$ cat config.mk
export PLATFORM = sky130hd
export DESIGN_NAME = cdb_arbitro
export DESIGN_NICKNAME = d
export VERILOG_FILES = /design/src/rtl/cdb_arbitro.sv
export SDC_FILE = /design/constraint.sdc
export NUM_CORES = 1
export LEC_CHECK = 0
export ABC_AREA = 1
export BUFFER_PORTS_ARGS = -buffer_cell sky130_fd_sc_hd__clkbuf_2
export CAP_MARGIN = 20
export CORE_ASPECT_RATIO = 1.75
export CORE_UTILIZATION = 48
export DETAILED_ROUTE_END_ITERATION = 10
export PLACE_DENSITY_LB_ADDON = 0.08
export SYNTH_ARGS = -nofsm -noshare
export SYNTH_HDL_FRONTEND = slang
export SYNTH_SLANG_ARGS = --single-unit
$ cat constraint.sdc
create_clock -name clock -period 1.25 [get_ports clock]
set_input_delay 0.25 -clock clock [delete_from_list [all_inputs] [get_ports clock]]
set_output_delay 0.25 -clock clock [all_outputs]
set_load 0.01 [all_outputs]
$ cat src/rtl/cdb_arbitro.sv
// Common Data Bus arbiter: buffers one result per functional unit and broadcasts at most one per cycle.
// Define CDB_RR_EN for round-robin grant; otherwise the lowest pending index wins.
module cdb_arbitro #(
  parameter int N_UF   = 3,
  parameter int DATA_W = 16,
  parameter int TAG_W  = 4,
  parameter int DEST_W = 3,
  parameter int IDX_W  = 3
) (
  input  logic                     clock,
  input  logic                     resetn,
  input  logic [N_UF-1:0]          uf_pronto,
  input  logic [N_UF*DATA_W-1:0]   uf_valor,
  input  logic [N_UF*TAG_W-1:0]    uf_tag,
  input  logic [N_UF*DEST_W-1:0]   uf_dest,
  output logic [N_UF-1:0]          uf_ocupado,
  output logic                     cdb_valido,
  output logic [DATA_W-1:0]        cdb_valor,
  output logic [TAG_W-1:0]         cdb_tag,
  output logic [DEST_W-1:0]        cdb_dest,
  output logic [IDX_W-1:0]         cdb_uf,
  output logic                     erro_overflow
);

  // Handshake: uf_pronto[i] is a one-cycle valid with no ready; uf_ocupado[i] tells issue
  // logic that unit i's holding register is full, and a pulse arriving then is dropped
  // (flagged on erro_overflow) unless unit i is granted on that same edge.

  logic [N_UF-1:0]   hold_v;
  logic [DATA_W-1:0] hold_valor [N_UF];
  logic [TAG_W-1:0]  hold_tag   [N_UF];
  logic [DEST_W-1:0] hold_dest  [N_UF];

  logic              gnt_found;
  logic [IDX_W-1:0]  gnt_idx;
  logic [N_UF-1:0]   gnt_oh;

`ifdef CDB_RR_EN
  localparam logic [IDX_W-1:0] LAST_IDX = IDX_W'(N_UF - 1);
  logic [IDX_W-1:0] ptr;

  // Search starts at ptr and wraps at N_UF, not at 2^IDX_W.
  always_comb begin
    int j;
    j         = 0;
    gnt_found = 1'b0;
    gnt_idx   = '0;
    gnt_oh    = '0;
    for (int k = 0; k < N_UF; k++) begin
      j = int'(ptr) + k;
      if (j >= N_UF) j = j - N_UF;
      if (!gnt_found && hold_v[j]) begin
        gnt_found = 1'b1;
        gnt_idx   = IDX_W'(j);
        gnt_oh[j] = 1'b1;
      end
    end
  end

  always_ff @(posedge clock or negedge resetn) begin
    if (!resetn) begin
      ptr <= '0;
    end else if (gnt_found) begin
      ptr <= (gnt_idx == LAST_IDX) ? '0 : gnt_idx + IDX_W'(1);
    end
  end
`else
  always_comb begin
    gnt_found = 1'b0;
    gnt_idx   = '0;
    gnt_oh    = '0;
    for (int k = 0; k < N_UF; k++) begin
      if (!gnt_found && hold_v[k]) begin
        gnt_found = 1'b1;
        gnt_idx   = IDX_W'(k);
        gnt_oh[k] = 1'b1;
      end
    end
  end
`endif

  // Registered CDB; payload fields keep their last value when nothing is granted.
  always_ff @(posedge clock or negedge resetn) begin
    if (!resetn) begin
      cdb_valido <= 1'b0;
      cdb_valor  <= '0;
      cdb_tag    <= '0;
      cdb_dest   <= '0;
      cdb_uf     <= '0;
    end else begin
      cdb_valido <= gnt_found;
      if (gnt_found) begin
        cdb_valor <= hold_valor[gnt_idx];
        cdb_tag   <= hold_tag[gnt_idx];
        cdb_dest  <= hold_dest[gnt_idx];
        cdb_uf    <= gnt_idx;
      end
    end
  end

  // A capture on the grant edge wins over the clear, so back-to-back results are not lost.
  always_ff @(posedge clock or negedge resetn) begin
    if (!resetn) begin
      hold_v        <= '0;
      erro_overflow <= 1'b0;
      for (int i = 0; i < N_UF; i++) begin
        hold_valor[i] <= '0;
        hold_tag[i]   <= '0;
        hold_dest[i]  <= '0;
      end
    end else begin
      for (int i = 0; i < N_UF; i++) begin
        if (uf_pronto[i] && (!hold_v[i] || gnt_oh[i])) begin
          hold_v[i]     <= 1'b1;
          hold_valor[i] <= uf_valor[i*DATA_W +: DATA_W];
          hold_tag[i]   <= uf_tag[i*TAG_W +: TAG_W];
          hold_dest[i]  <= uf_dest[i*DEST_W +: DEST_W];
        end else if (gnt_oh[i]) begin
          hold_v[i] <= 1'b0;
        end else if (uf_pronto[i]) begin
          erro_overflow <= 1'b1;
        end
      end
    end
  end

  assign uf_ocupado = hold_v;

endmodule

## Word-level counts from Yosys, hierarchy flattened

Index checks and enable logic that the tools add are counted.

| storage, ports and cells | value |
|---|---|
| logic and storage cells | 67 |
| bits of input ports | 74 |
| register bits | 100 |

| operators by class | value |
|---|---|
| bitwise gates (word level) | 1 |
| magnitude comparators | 1 |
| multiplexer cells | 31 |
| reduce and logical (&&, ||, !) cells | 16 |

Operator list:

| operator | number |
|---|---|
| $bmux W16 S2 | 1 |
| $mux W16 | 2 |
| $mux W1 | 21 |
| $mux W3 | 3 |
| $bmux W4 S2 | 1 |
| $mux W4 | 2 |
| $bmux W3 S2 | 1 |
| $reduce_bool A2 Y1 | 3 |
| $logic_and A1 B1 Y1 | 5 |
| $logic_not A1 Y1 | 5 |
| $ge A4 B3 Y1 const B | 1 |
| $not A3 Y4 | 1 |
| $logic_or A1 B1 Y1 | 3 |

## Longest topological paths before layout

| depth | value |
|---|---|
| depth in word-level cells | 11 |
| mapped depth | 8 |
| gate-level depth less buffers | 6 |

## Worst setup path before layout

OpenSTA, ideal clock, no wires.

| path | value |
|---|---|
| path kind | register to register |
| start | register hold_v[1], in the netlist uf_ocupado[1] |
| end | register hold_valor[10] in the netlist's numbering |
| cell stages (with the launch flop) | 9 |
| data arrival time | 1.144 ns |
| setup slack | -0.011 ns |
| cells stage by stage | dfrtp_1 buf_6 nor2_4 inv_2 nand2_4 nand2_4 buf_6 nand2_1 nand2_1 |

| between the ends | value |
|---|---|
| word-level cells in the longest chain between the ends | 7 |

RTL lines:

| what | line | text |
|---|---|---|
| from (decl) | 29 | `logic [N_UF-1:0] hold_v;` |
| from (signal assigned) | 104 | `hold_v <= '0;` |
| from (signal, indexed assignment) | 114 | `hold_v[i] <= 1'b1;` |
| from (signal, indexed assignment) | 119 | `hold_v[i] <= 1'b0;` |
| $logic_and A1 B1 Y1 | 73 | `if (!gnt_found && hold_v[k]) begin` |
| $mux W1 | 73 |  |
| $logic_not A1 Y1 | 73 |  |
| $logic_and A1 B1 Y1 | 73 |  |
| $mux W1 | 73 |  |
| $logic_or A1 B1 Y1 | 113 | `if (uf_pronto[i] && (!hold_v[i] \|\| gnt_oh[i])) begin` |
| $logic_and A1 B1 Y1 | 113 |  |
| to (signal, indexed assignment) | 115 | `hold_valor[i] <= uf_valor[i*DATA_W +: DATA_W];` |
| to (decl) | 30 | `logic [DATA_W-1:0] hold_valor [N_UF];` |

Every way passes these cells.
A chain may end at the register's enable or synchronous reset.

## Worst setup path after layout

| path | value |
|---|---|
| start | register hold_v[1], in the netlist uf_ocupado[1] |
| end | register cdb_valor[1] |

| between the ends | value |
|---|---|
| word-level cells in the longest chain between the ends | 9 |

RTL lines:

| what | line | text |
|---|---|---|
| $logic_and A1 B1 Y1 (*) | 73 |  |
| $mux W1 | 73 |  |
| $logic_not A1 Y1 | 73 |  |
| $logic_and A1 B1 Y1 | 73 |  |
| $mux W3 | 73 |  |
| $not A3 Y4 (implied by the code) | 93 | `cdb_valor <= hold_valor[gnt_idx];` |
| $bmux W16 S2 | 93 |  |
| $mux W16 (implied by the code) (2 in series) | 93 |  |
| to (signal assigned) | 93 |  |
| to (decl) | 18 | `output logic [DATA_W-1:0] cdb_valor,` |

Every way passes the cells marked *; elsewhere a longest branch is shown, timed or not. The select of a mux whose other input is x is not followed.

==> results.yml <==
critical_path:
  path_cells: "buf_4 -> nor2_4 -> buf_6 -> o21ai_0 -> nand2_1 -> nand2_1"
  reg2reg_from: "uf_ocupado[1]$_DFFE_PN0P_"
  setup.worst_path.start_class: "register"
  cp_data_required_time_ps: 1480
  path_class: "register to register"
  worstPathArrival_ps: 1520
  critical_path.most_common_cell: "nand2_1"
  crit_slowest_cell: "dfrtp_1"
  end_kind: "register"
  critPathMaxFanout: 23
  setup.worst_path.start: "uf_ocupado[1]$_DFFE_PN0P_"
  cpPeakStageDelay_ps: 380
logic_synthesis:
  synth_cell_type_count: 19
  syn-instance-count: 501
  syn_nets: 575
  ys_warn_count: 0
  synth_top_area_cell: "dfrtp_1"
  syn-cell-area_sq_um: 4409
  synth_top_area_share_pct: 56.19
  ys_ff_latch: 99
  synthTopCellsByArea: "dfrtp_1 (56%), nand2_1 (16%), nand3_1 (10%), mux2_2 (5.9%), inv_1 (2.2%)"
  syn_avg_cell_area_sq_um: 8.801
  yosysSeqAreaShare_pct: 56.19
timing:
  setup_slack_ps: -39.10
  setup_viol_count_final: 34
  drv_slew: 0
  fin_crit_sh_pct: 103.1
  fin_hold_ws_ps: 130.4
  clock_skew_ps: 9.978
  fin_tns_setup_ps: -421.4
  rsz0062_at_grt: "yes"
  fmax_mhz: 775.7
  period_minus_slack_ps: 1289
  hold_viol_final: 0
global_routing:
  antenna_found_initial: 0
  grt_usage_pct: 24.33
  grt_first_pass_wirelength_um: 17090
  grt_overflow: 0
  grt_max_degree: 34
  grt_pass1_vias: 3635
final_layout:
  n_fill_cell: 750
  multi_input_area_sq_um: 1760
  fin_nets: 687
  drive_gt1_share_pct: 31.23
  seq_area_sq_um: 2479
  diodes: 0
  layoutNonFillerInstCount: 735
  syn_to_final_growth_pct: 30.19
outcome:
  status: "finished with violations"
  violations: "setup timing"
placed_design:
  dp_cells: 709
  dpl_worst_slack_ps: -33.97
  io_buffers: 103
  hpwl_um: 7903
  gp_congestion: 0.8253
worst_hold_path:
  min_path_type: "primary input to register"
  hp-start: "uf_tag[9]"
clocking:
  cts_tree: "done"
  clock_latency_ps: 340
  cts_buffer_depth: 2
  cts.sinks: 99
  clk_pin_slew_ps: 60
  root_buffer: "clkbuf_16"
  htreeDepth: 3
  cts_buffers: 9
detailed_routing:
  detail-route-antenna-nets: 0
  wirelength_um: 11180
  viasPerCell: 5.073
  drc_errors: 0
  first_pass_iters: 4
  drt_iter0_markers: 263
  wl_per_cell_um: 15.21
  vias: 3729
floorplan:
  die_w_um: 74.45
  coreArea_sq_um: 8783
  io-pin-count: 105
  die_y_um: 128.8
  dieArea_sq_um: 9588
  rows: 45
  start_util_pct: 50.20
job:
  drv_cap: 0
pwr:
  cellPowerDensity_nw_per_um2: 1398
  p_leak_nw: 3.037
  power_mw: 8.026
  vdd_drop_max_v: 0.001056
==> synthesized netlist by cell type, drive strengths merged <==
cell type / count
clkbuf: 12
dfrtp: 99
inv: 29
o21bai: 2
buf: 22
mux2: 23
conb: 1
nand2: 194
nor2: 4
o21ai: 23
nand3: 92
==> kinds of logic (layout without fill, tap and decap cells) <==
| logic type | after synthesis | count (layout) | share of synthesized area, % |
|---|---|---|---|
| AND/OR/NAND/NOR | 290 | 291 | 28.09 |
| flip-flops | 99 | 99 | 56.19 |
| buffers and inverters | 63 | 179 | 6.810 |
| AO/OA/AOI/OAI | 25 | 25 | 2.951 |
| multiplexers | 23 | 23 | 5.874 |
| other | 1 | 1 | 0.08505 |
==> critical path: cells and delay by family (launching register included) <==
family	cells	cell delay, ps
compound gates	1	160
buf+inv	2	350
flops	1	380
simple gates	3	290
==> layout by cell type (no fill, tap or decap), drive strengths merged <==
cell type,instances
clkinv,3
nand2,195
clkinvlp,1
o21bai,2
dfrtp,99
o21ai,23
nor2,4
buf,28
inv,29
dlygate4sd3,1
conb,1
clkbuf,117
nand3,92
mux2,23
==> power breakdown <==
group	leakage (nW)	total, mW	internal (mW)	switching (mW)
clock	0.133	2.56	1.40	1.16
sequential	1.19	3.95	3.67	0.284
combinational	1.71	1.52	0.663	0.852
total	3.04	8.03	5.73	2.29
==> worst paths after layout <==
kind / end / slack [ps] / cells after the start
max reg2reg: cdb_valor[1]$_DFFE_PN0P_ / -40 / 6
min: hold_tag[1]$_DFFE_PN0P_ / 130 / 3
max in group asynchronous: hold_dest[1]$_DFFE_PN0P_ / 530 / 3
min in group asynchronous: hold_valor[47]$_DFFE_PN0P_ / 290 / 2
min reg2reg: hold_valor[15]$_DFFE_PN0P_ / 470 / 2
max: cdb_valor[1]$_DFFE_PN0P_ / -40 / 6
==> flip-flops by register name (all words and copies together), names as in the netlist <==
signal and cells:
cdb_valor 16, hold_tag 12, cdb_valido 1, cdb_uf 2
hold_dest 9, hold_valor 48, cdb_tag 4, cdb_dest 3
erro_overflow 1, uf_ocupado 3
==> final cells by class <==
cell class | instances | share of cell area [%]
Tap cell | 117 | 2.550
Clock inverter | 4 | 0.4577
Inverter | 29 | 1.896
Clock buffer | 12 | 4.294
Sequential cell | 99 | 43.18
Multi-Input combinational cell | 340 | 30.67
Timing Repair Buffer | 134 | 16.96
==> per-layer routing <==
layer | up-vias | global-route usage, % | part of all wire (%)
met5 | - | 0 | 0
met4 | 0 | 14.21 | 3.9
met3 | 25 | 3.054 | 3.8
met2 | 110 | 42.98 | 54
met1 | 1758 | 27.16 | 39
li1 | 1836 | - | -
==> metrics by stage <==
step	area [sq um]	util [%]
6_report	5741	65.36
5_1_grt	5741	65.36
4_1_cts	5520	62.85
3_5_place_dp	5160	58.75
3_3_place_gp	5160	58.75
2_1_floorplan	4409	-
==> timing repair <==
item | CTS | global route
setup endpoints to repair | 6 | 74
resized for setup | 14 | 14
pin swaps | 0 | 1
gates cloned | 0 | 6
endpoints found under the hold margin | 47 | 0
hold buffers | 1 | 0
setup buffers | 1 | 2
(Power assumes the default switching activity.)
